--- src/rtl/usb_rx.sv ---
// Full-speed USB receive front end: pin synchronizer, 4x oversampled bit recovery,
// SYNC detect, NRZI decode, bit unstuffing, byte assembly and bus-reset detection.
`timescale 1ns/1ps
module usb_rx #(
  parameter int RESET_CYCLES = 120,
  parameter int MAX_BYTES    = 1027
) (
  input  logic       clock48,
  input  logic       reset,
  input  logic       usb_dp,
  input  logic       usb_dn,
  input  logic       rx_enable,
  output logic       rx_active,
  output logic [7:0] rx_data,
  output logic       rx_valid,
  output logic       rx_packet_end,
  output logic       rx_error,
  output logic       bus_reset
);

  localparam int RW = $clog2(RESET_CYCLES + 1);
  localparam int BW = $clog2(MAX_BYTES + 1);
  localparam logic [1:0] LS_SE0 = 2'b00;
  localparam logic [1:0] LS_K   = 2'b01;
  localparam logic [1:0] LS_J   = 2'b10;

  typedef enum logic [1:0] {IDLE, SYNC, DATA, WAIT_IDLE} state_t;

  state_t        state, state_n;
  logic          dp_meta, dp_sync, dn_meta, dn_sync;
  logic [1:0]    line, line_q, prev_line;
  logic [1:0]    phase;
  logic          sample, nrzi_bit;
  logic [RW-1:0] se0_cnt;
  logic [2:0]    zeros, zeros_n, ones, ones_n, bit_cnt, bit_cnt_n;
  logic [7:0]    shift, shift_n, byte_next, data_n;
  logic [BW-1:0] byte_cnt, byte_cnt_n;
  logic          active_n, valid_n, end_n, error_n;

  // SE1 is folded into SE0 so the FSM only ever sees J, K or SE0.
  assign line      = (dp_sync == dn_sync) ? LS_SE0 : {dp_sync, dn_sync};
  assign sample    = (phase == 2'd2);
  assign nrzi_bit  = (line_q == prev_line);
  assign byte_next = {nrzi_bit, shift[7:1]};

  always_ff @(posedge clock48) begin
    if (reset) begin
      dp_meta   <= 1'b1;
      dp_sync   <= 1'b1;
      dn_meta   <= 1'b0;
      dn_sync   <= 1'b0;
      line_q    <= LS_J;
      prev_line <= LS_J;
      phase     <= 2'd0;
      se0_cnt   <= '0;
      bus_reset <= 1'b0;
    end else begin
      dp_meta <= usb_dp;
      dp_sync <= dp_meta;
      dn_meta <= usb_dn;
      dn_sync <= dn_meta;
      line_q  <= line;
      // Any line transition re-centres the sample point two clocks later.
      phase   <= (line != line_q) ? 2'd0 : phase + 2'd1;
      if (sample)
        prev_line <= line_q;
      if (line == LS_SE0) begin
        if (se0_cnt != RW'(RESET_CYCLES))
          se0_cnt <= se0_cnt + 1'b1;
        bus_reset <= (se0_cnt >= RW'(RESET_CYCLES - 1));
      end else begin
        se0_cnt   <= '0;
        bus_reset <= 1'b0;
      end
    end
  end

  always_comb begin
    state_n    = state;
    zeros_n    = zeros;
    ones_n     = ones;
    bit_cnt_n  = bit_cnt;
    shift_n    = shift;
    byte_cnt_n = byte_cnt;
    data_n     = rx_data;
    active_n   = rx_active;
    valid_n    = 1'b0;
    end_n      = 1'b0;
    error_n    = 1'b0;
    if (!rx_enable) begin
      state_n  = IDLE;
      active_n = 1'b0;
    end else if (sample) begin
      case (state)
        IDLE: begin
          if (line_q == LS_K) begin
            state_n = SYNC;
            zeros_n = 3'd1;
          end
        end
        SYNC: begin
          if (line_q == LS_SE0) begin
            state_n = IDLE;
          end else if (!nrzi_bit) begin
            if (zeros != 3'd7)
              zeros_n = zeros + 3'd1;
          end else if (zeros >= 3'd3) begin
            state_n    = DATA;
            active_n   = 1'b1;
            ones_n     = 3'd1;
            bit_cnt_n  = 3'd0;
            byte_cnt_n = '0;
          end else begin
            state_n = IDLE;
          end
        end
        DATA: begin
          if (line_q == LS_SE0) begin
            state_n  = WAIT_IDLE;
            active_n = 1'b0;
            end_n    = 1'b1;
            error_n  = (bit_cnt != 3'd0) || (byte_cnt == '0);
          end else if (ones == 3'd6) begin
            // Stuff bit: must be a transition (decoded 0), never data.
            if (nrzi_bit) begin
              state_n  = WAIT_IDLE;
              active_n = 1'b0;
              end_n    = 1'b1;
              error_n  = 1'b1;
            end else begin
              ones_n = 3'd0;
            end
          end else begin
            shift_n   = byte_next;
            bit_cnt_n = bit_cnt + 3'd1;
            ones_n    = nrzi_bit ? ones + 3'd1 : 3'd0;
            if (bit_cnt == 3'd7) begin
              if (byte_cnt == BW'(MAX_BYTES)) begin
                state_n  = WAIT_IDLE;
                active_n = 1'b0;
                end_n    = 1'b1;
                error_n  = 1'b1;
              end else begin
                data_n     = byte_next;
                valid_n    = 1'b1;
                byte_cnt_n = byte_cnt + 1'b1;
              end
            end
          end
        end
        WAIT_IDLE: begin
          if (line_q == LS_J)
            state_n = IDLE;
        end
        default: state_n = IDLE;
      endcase
    end
  end

  always_ff @(posedge clock48) begin
    shift <= shift_n;
    if (reset) begin
      state         <= IDLE;
      zeros         <= 3'd0;
      ones          <= 3'd0;
      bit_cnt       <= 3'd0;
      byte_cnt      <= '0;
      rx_data       <= 8'd0;
      rx_active     <= 1'b0;
      rx_valid      <= 1'b0;
      rx_packet_end <= 1'b0;
      rx_error      <= 1'b0;
    end else begin
      state         <= state_n;
      zeros         <= zeros_n;
      ones          <= ones_n;
      bit_cnt       <= bit_cnt_n;
      byte_cnt      <= byte_cnt_n;
      rx_data       <= data_n;
      rx_active     <= active_n;
      rx_valid      <= valid_n;
      rx_packet_end <= end_n;
      rx_error      <= error_n;
    end
  end

endmodule
--- config.mk ---
export PLATFORM = sky130hd
export DESIGN_NAME = usb_rx
export DESIGN_NICKNAME = d
export VERILOG_FILES = /design/src/rtl/usb_rx.sv
export SDC_FILE = /design/constraint.sdc
export NUM_CORES = 1
export LEC_CHECK = 0
export ABC_AREA = 0
export CAP_MARGIN = 10
export CORE_MARGIN = 2
export CORE_UTILIZATION = 55
export DETAILED_ROUTE_END_ITERATION = 16
export PLACE_DENSITY_LB_ADDON = 0.12
export SKIP_LAST_GASP = 1
export SLEW_MARGIN = 10
export SYNTH_ARGS = -nofsm -noshare
export SYNTH_HDL_FRONTEND = slang
export SYNTH_SLANG_ARGS = --single-unit
--- constraint.sdc ---
create_clock -name clock48 -period 6.24 [get_ports clock48]
set_input_delay 0.624 -clock clock48 [delete_from_list [all_inputs] [get_ports clock48]]
set_output_delay 0.624 -clock clock48 [all_outputs]
set_load 0.01 [all_outputs]
==> impl_results.md <==
* Status: finished clean
* Placer Congestion at 0.831
* Hold_buf cts at 0
* Comb pwr share at 3.0%
* Die ar. at 5810 um2
* RSZ-0062 raised after global routing: false
* Post-DP HPWL at 3.72 mm
* Pins Over Slew Limit at 0
* Die Wd at 76.2 um
* CTS tree: built
* CTS root buf: clkbuf_8
* Placed Area at 3060 um2
* Setup-failing EPs final at 0
* Cell count after synthesis at 301
* Final nets at 337
* FF+latch count, synth at 59
* FFs w/ async S/R, synth at 0%
* Height of the die at 76.2 um
* Sequential Power Share at 46.5%
* Clock power share at 50.5%
* Synthesized area at 2870 um2
* Worst slew margin at 40.3%
* PostCTS Resize Cnt at 0
* Area Overhead vs Synth at 15.1%
* Max-cap violations at 0
* Post-route design area at 3300 um2
* Global-route wire length before repair at 9.36 mm
* Core area at 5070 um2
* Register area share after synthesis at 43.6%
* Crit Path Max Fanout at 25
* Worst Path Required at 6470 ps
* Switching Power at 0.166 mW
* Pre-CTS WS at 2940 ps
* Hold Violations, Final at 0
* Residual DRC count at 0
* Maximum vdd drop at 137 uV
* Port Buffers at 17
* Worst hold slack at 410 ps
* Final cell count without fillers at 392
* Antenna violations before repair at 0
* 1st-pass router iterations at 4
* EDFF count, synth at 7
* # Post-CTS Setup Buffers at 0
* Vias at 2163
* Ant. Diodes at 0
* Post-route ant nets at 0
* Static Leak at 1.18 nW
* Min Tclk post-route at 2910 ps
* Achievable Freq at 0.343 GHz
* All-Layer GR Usage at 20.1%
* Synth Warn # at 0
* Aggregate global routing overflow at 0
* Wire per inst at 13.6 um
* Worst Slack Setup Final at 3330 ps
* Buffer depth of the longest clock path at 2
* Most common cell after layout, fill and taps aside: dfxtp_1
* Total wire length at 5.34 mm
* Layout cells sized above 1 at 9.01%
* Synth Area per Inst at 9.53 um2
* Count of different cell masters after synthesis at 55
* Vias in the first global route at 2077
* # IOs at 18
* Tcrit/Tclk final at 46.7%
* CTS H-tree lvls at 3
* CTS Buf Count at 9
* Drt initial violations at 160
* Dpl cells at 376
* Most frequent cells in the layout: dfxtp_1, nor2_1, nand2_1
* Pin count of the biggest net entering global routing at 26
* Initial Util at 56.5%
* Sw Ratio at 19.8%
* Worst EP arrival at 3140 ps
* Sink Count at 59
* Type of the worst setup path: in2reg
* Tightest Hold Check Type: reg2reg
* Clock-pin slew of the registers on the worst-case setup and hold paths at 60 ps
* Later-pin clock latency in the skew report at 340 ps
* Pint at 0.671 mW
* Critical Path Start Type: primary input
* Row count at 26
* Worst Setup End Kind: register
* Least-Margin Pin Slew at 892 ps
* Via density at 5.52
* Worst Skew at 6.70 ps
* Post-Syn Nets at 321
* Ys flop type: dfxtp_1
* Pwr Density at 254 nW/um2
* Setup TNS at 0 ps
[worst max-delay path, stage by stage]
cell             delay (ps)
clkdlybuf4s50_1        1050
inv_1                   340
nand2b_1                220
o311a_1                 510
nor2_1                   70
mux2_1                  310
[worst paths after layout]
kind	start	end	slack, ps	depth (start not counted)
max reg2reg	phase[0]$_SDFF_PP0_	byte_cnt[9]$_SDFFE_PP0P_	3540	7
min	dp_meta$_SDFF_PP1_	dp_sync$_SDFF_PP1_	410	1
max	reset	byte_cnt[9]$_SDFFE_PP0P_	3330	6
min reg2reg	dp_meta$_SDFF_PP1_	dp_sync$_SDFF_PP1_	410	1
[power by group through the flow]
stage	combinational, mW	clock [mW]	sequential [mW]
after floorplan	0.0191	0	0.397
after global placement	0.0246	0	0.398
after detailed placement	0.0251	0	0.398
after CTS	0.0251	0.431	0.389
after global routing	0.0282	0.447	0.390
final	0.0248	0.422	0.389
[Yosys cell counts, types with 3 or more instances]
cell type	number	area share, %
nand3_1	5	0.87
nor3_1	4	0.70
a21oi_1	18	3.1
o311a_1	4	1.4
or4_1	6	1.6
or3_1	3	0.65
ha_1	15	6.5
nor4_1	4	0.87
dfxtp_1	52	36
o21ai_0	9	1.6
nor3b_1	4	1.0
buf_2	5	0.87
edfxtp_1	7	7.3
xnor2_1	7	2.1
nor2_1	30	3.9
or2_2	4	0.87
nand2_1	21	2.7
and2_1	4	0.87
mux2i_1	14	4.9
mux2_1	3	1.2
o31ai_1	6	1.6
nor2b_1	7	1.5
xor2_1	3	0.92
nand2b_1	5	1.1
clkbuf_1	4	0.52
inv_1	19	2.5
[registers in the layout (all words and copies together), names as in the netlist, 2 cells and up, named ones only]
name       flops
zeros          3
prev_line      2
rx_data        8
shift          7
se0_cnt        7
byte_cnt      11
bit_cnt        3
ones           3
phase          2
line_q         2
[cell families (layout without fill, tap and decap cells)]
logic type,count (synthesis),after routing,share of synthesized area [%]
AO/OA/AOI/OAI,55,55,13.7
XOR/XNOR,10,10,3.05
adder cells (fa/ha/maj),15,15,6.54
buffers and inverters,31,52,4.80
flip-flops,59,59,43.6
multiplexers,17,17,6.06
AND/OR/NAND/NOR,114,114,22.2
[stage by stage]
stage,power [mW],utilization [%]
2_1_floorplan,0.416,-
3_3_place_gp,0.422,60.3
3_5_place_dp,0.423,60.3
4_1_cts,0.846,65.0
5_1_grt,0.865,65.0
6_report,0.837,65.0
[area by class of cell]
type	instances	area, um2
repair buffers	17	170
inverters	19	71.3
clock inverters	5	100
multi-input cells	211	1480
clock buffers	11	141
fillers	451	1770
well taps	70	87.6
flip-flops and latches	59	1250
[layer usage]
layer	global-route usage (%)	vias to the layer above	wire, um
li1	-	1107	-
met1	26.0	1009	2620
met2	30.8	32	2380
met3	4.86	15	200
met4	11.3	0	144
met5	0	-	0
(Power assumes the default switching activity.)
==> RTL change (same flow settings) <==
Set the parameter `MAX_BYTES` to 4108 (it was 1027).
--- a/src/rtl/usb_rx.sv
+++ b/src/rtl/usb_rx.sv
@@ -3,7 +3,7 @@
 `timescale 1ns/1ps
 module usb_rx #(
   parameter int RESET_CYCLES = 120,
-  parameter int MAX_BYTES    = 1027
+  parameter int MAX_BYTES    = 4108
 ) (
   input  logic       clock48,
   input  logic       reset,
Function: no difference found for any inputs over 10 cycles, from zero or initial values and one cycle with reset high; that may be too few to reach the edited logic, so the function may still have changed.
==> RTL change against the unedited design <==
Final area up 2.1%; sequential cell count up 2; global-route usage up 0.50 points; sequential share of layout area up 0.40 points; combinational power up 6%; first-iteration DRC count down 19%; largest power group is now registers; count of clock-buffer cells in the layout down 2; register-to-register slack better by 0.28 ns; worst setup slack better by 0.49 ns; routed wire length up 3.6%; area after synthesis up 3.4%; hold slack worse by 0.0041 ns; total power down 2.1%.
==> RTL change: results (changes against the unedited design) <==
Hold Path Stages: 1 (unchanged)
Hold EP: dp_sync (unchanged)
First DRT Iteration DRCs: 130 (was 160)
H-tree depth: 3 (unchanged)
gr usage total: 0.2056 (was 0.2007)
biggest regs: byte_cnt (13), rx_data (8) (was byte_cnt (11), rx_data (8))
maximum vdd ir drop: 0.1837 mV (was 0.1369 mV)
Largest register FFs: 13 (was 11)
TritonCTS Buffers: 9 (unchanged)
reg2reg path depth: 5 (was 7)
status: complete, no violations (unchanged)
top post-synthesis cells by area: dfxtp_1 36%, edfxtp_1 7.1%, ha_1 6.3% (was dfxtp_1 36%, edfxtp_1 7.3%, ha_1 6.5%)
layout cell share with drive strength beyond 1: 0.09329 (was 0.09006)
Syn Nets: 344 (was 321)
top cells by count, synth: 54 x dfxtp_1, 31 x nor2_1, 24 x nand2_1 (was 52 x dfxtp_1, 30 x nor2_1, 21 x nand2_1)
Worst EP arrival: 2.70 ns (was 3.14 ns)
vias in the first global route: 2199 (was 2077)
Reg-to-Reg End: byte_cnt[12] (was byte_cnt[9])
Filler cells: 495 (was 451)
post-CTS setup buffers: 0 (unchanged)
Slew @ Worst Pin: 0.9955 ns (was 0.8923 ns)
reg-to-reg setup timing slack: 3.82 ns (was 3.54 ns)
pre-CTS WS: 3.474 ns (was 2.939 ns)
Post-synth EDFFs: 7 (unchanged)
final setup skew: 0.006443 ns (was 0.006704 ns)
vias: 2286 (was 2163)
yosys warns: 0 (unchanged)
Hold Crit Class: register to register (unchanged)
clock latency on the worst-skew pair: 0.34 ns (about the same)
Critical R2R Launch: byte_cnt[4] (was phase[0])
post-CTS resize count: 0 (unchanged)
Layout Nets: 358 (was 337)
register area share after synthesis: 0.4356 (was 0.4363)
Routed Wire Length: 5528 um (was 5337 um)
Clock Pin Slew Worst Setup and Hold Paths: 0.07 ns
synth unique cells: 53 (was 55)
LEAKAGE: 1.183 nW (was 1.181 nW)
antenna cells: 0 (unchanged)
largest net degree at the start of global routing: 32 (was 26)
initial antenna violation count: 0 (unchanged)
DRT Pass-1 Iters: 4 (unchanged)
I/O Buffers: 17 (unchanged)
HPWL Detailed: 3813 um (was 3721 um)
Placer Congestion: 0.8157 (was 0.8313)
first-pass GRT wire length: 9749 um (was 9356 um)
CP max FO: 11 (was 25)
RTL change: cell count changes after synthesis, moves of 4 or more:
cell,unedited run,this run
o311a_1,4,0
nand3_1,5,9
a31oi_1,0,4
nor4_1,4,0
clkbuf_1,4,8
o211ai_1,1,6
or4_1,6,11
or3_1,3,7
RTL change: worst max-delay path, cell delays in order (launching register included):
cell,delay [ns]
dfxtp_1,0.34
or4_1,0.58
o41a_1,0.46
nor2_1,0.57
or4_1,0.23
mux2i_1,0.17
RTL change: how the worst max path moves through the flow:
stage,from,end,slack (ns)
6_report,byte_cnt[4],byte_cnt[12],3.82
5_1_grt,phase[0],rx_data[3],3.64
4_1_cts,byte_cnt[4],byte_cnt[12],3.85
3_5_place_dp,reset,byte_cnt[7],3.47
3_3_place_gp,reset,byte_cnt[5],3.47
2_1_floorplan,ones[0],rx_data[0],4.20
RTL change: per-layer routing:
metal / vias to the layer above / global-route usage / share of wire / wire, um
met5: - / 0 / 0 / 0
met4: 0 / 0.08750 / 0.014 / 75
met3: 8 / 0.06628 / 0.034 / 189
met2: 26 / 0.3217 / 0.46 / 2541
met1: 1059 / 0.2618 / 0.49 / 2722
li1: 1193 / - / - / -
RTL change: logic make-up (layout without fill, tap and decap cells):
logic type                 Yosys count  in the layout  synth area share
buffers and inverters               34             53           0.05150
DFF                                 61             61            0.4356
and+or+nand+nor                    122            122            0.2182
muxes                               12             12           0.04053
xor gates and xnor gates            10             10           0.03208
adders and majority gates           15             15           0.06332
AOI/OAI and AO/OA                   70             70            0.1587
RTL change: final cells by class:
cell class                 instances  area (um2)  area share
inverter                          19       71.32     0.02116
clock inverter                     7       98.84     0.02932
tap                               70       87.58     0.02598
timing repair buffer              18       177.7     0.05271
multi-input combinational        229        1520      0.4510
clock buffer                       9       123.9     0.03675
sequential                        61        1291      0.3831
RTL change: through the flow:
| step | instance area [um2] | util | instances | total power [W] | hold WS [ns] |
|---|---|---|---|---|---|
| 2_1_floorplan | 2964 | - | 324 | 0.0004318 | 0.3895 |
| 3_3_place_gp | 3148 | 0.6125 | 397 | 0.0004379 | 0.3937 |
| 3_5_place_dp | 3148 | 0.6125 | 397 | 0.0004385 | 0.3932 |
| 4_1_cts | 3371 | 0.6558 | 413 | 0.0008293 | 0.4068 |
| 5_1_grt | 3371 | 0.6558 | 413 | 0.0008515 | 0.4509 |
| 6_report | 3371 | 0.6558 | 413 | 0.0008196 | 0.4057 |
RTL change: power breakdown:
group / internal, W / switching (W)
Combinational: 0.0000105 / 0.0000160
Sequential: 0.000400 / 0.00000330
Clock: 0.000227 / 0.000164
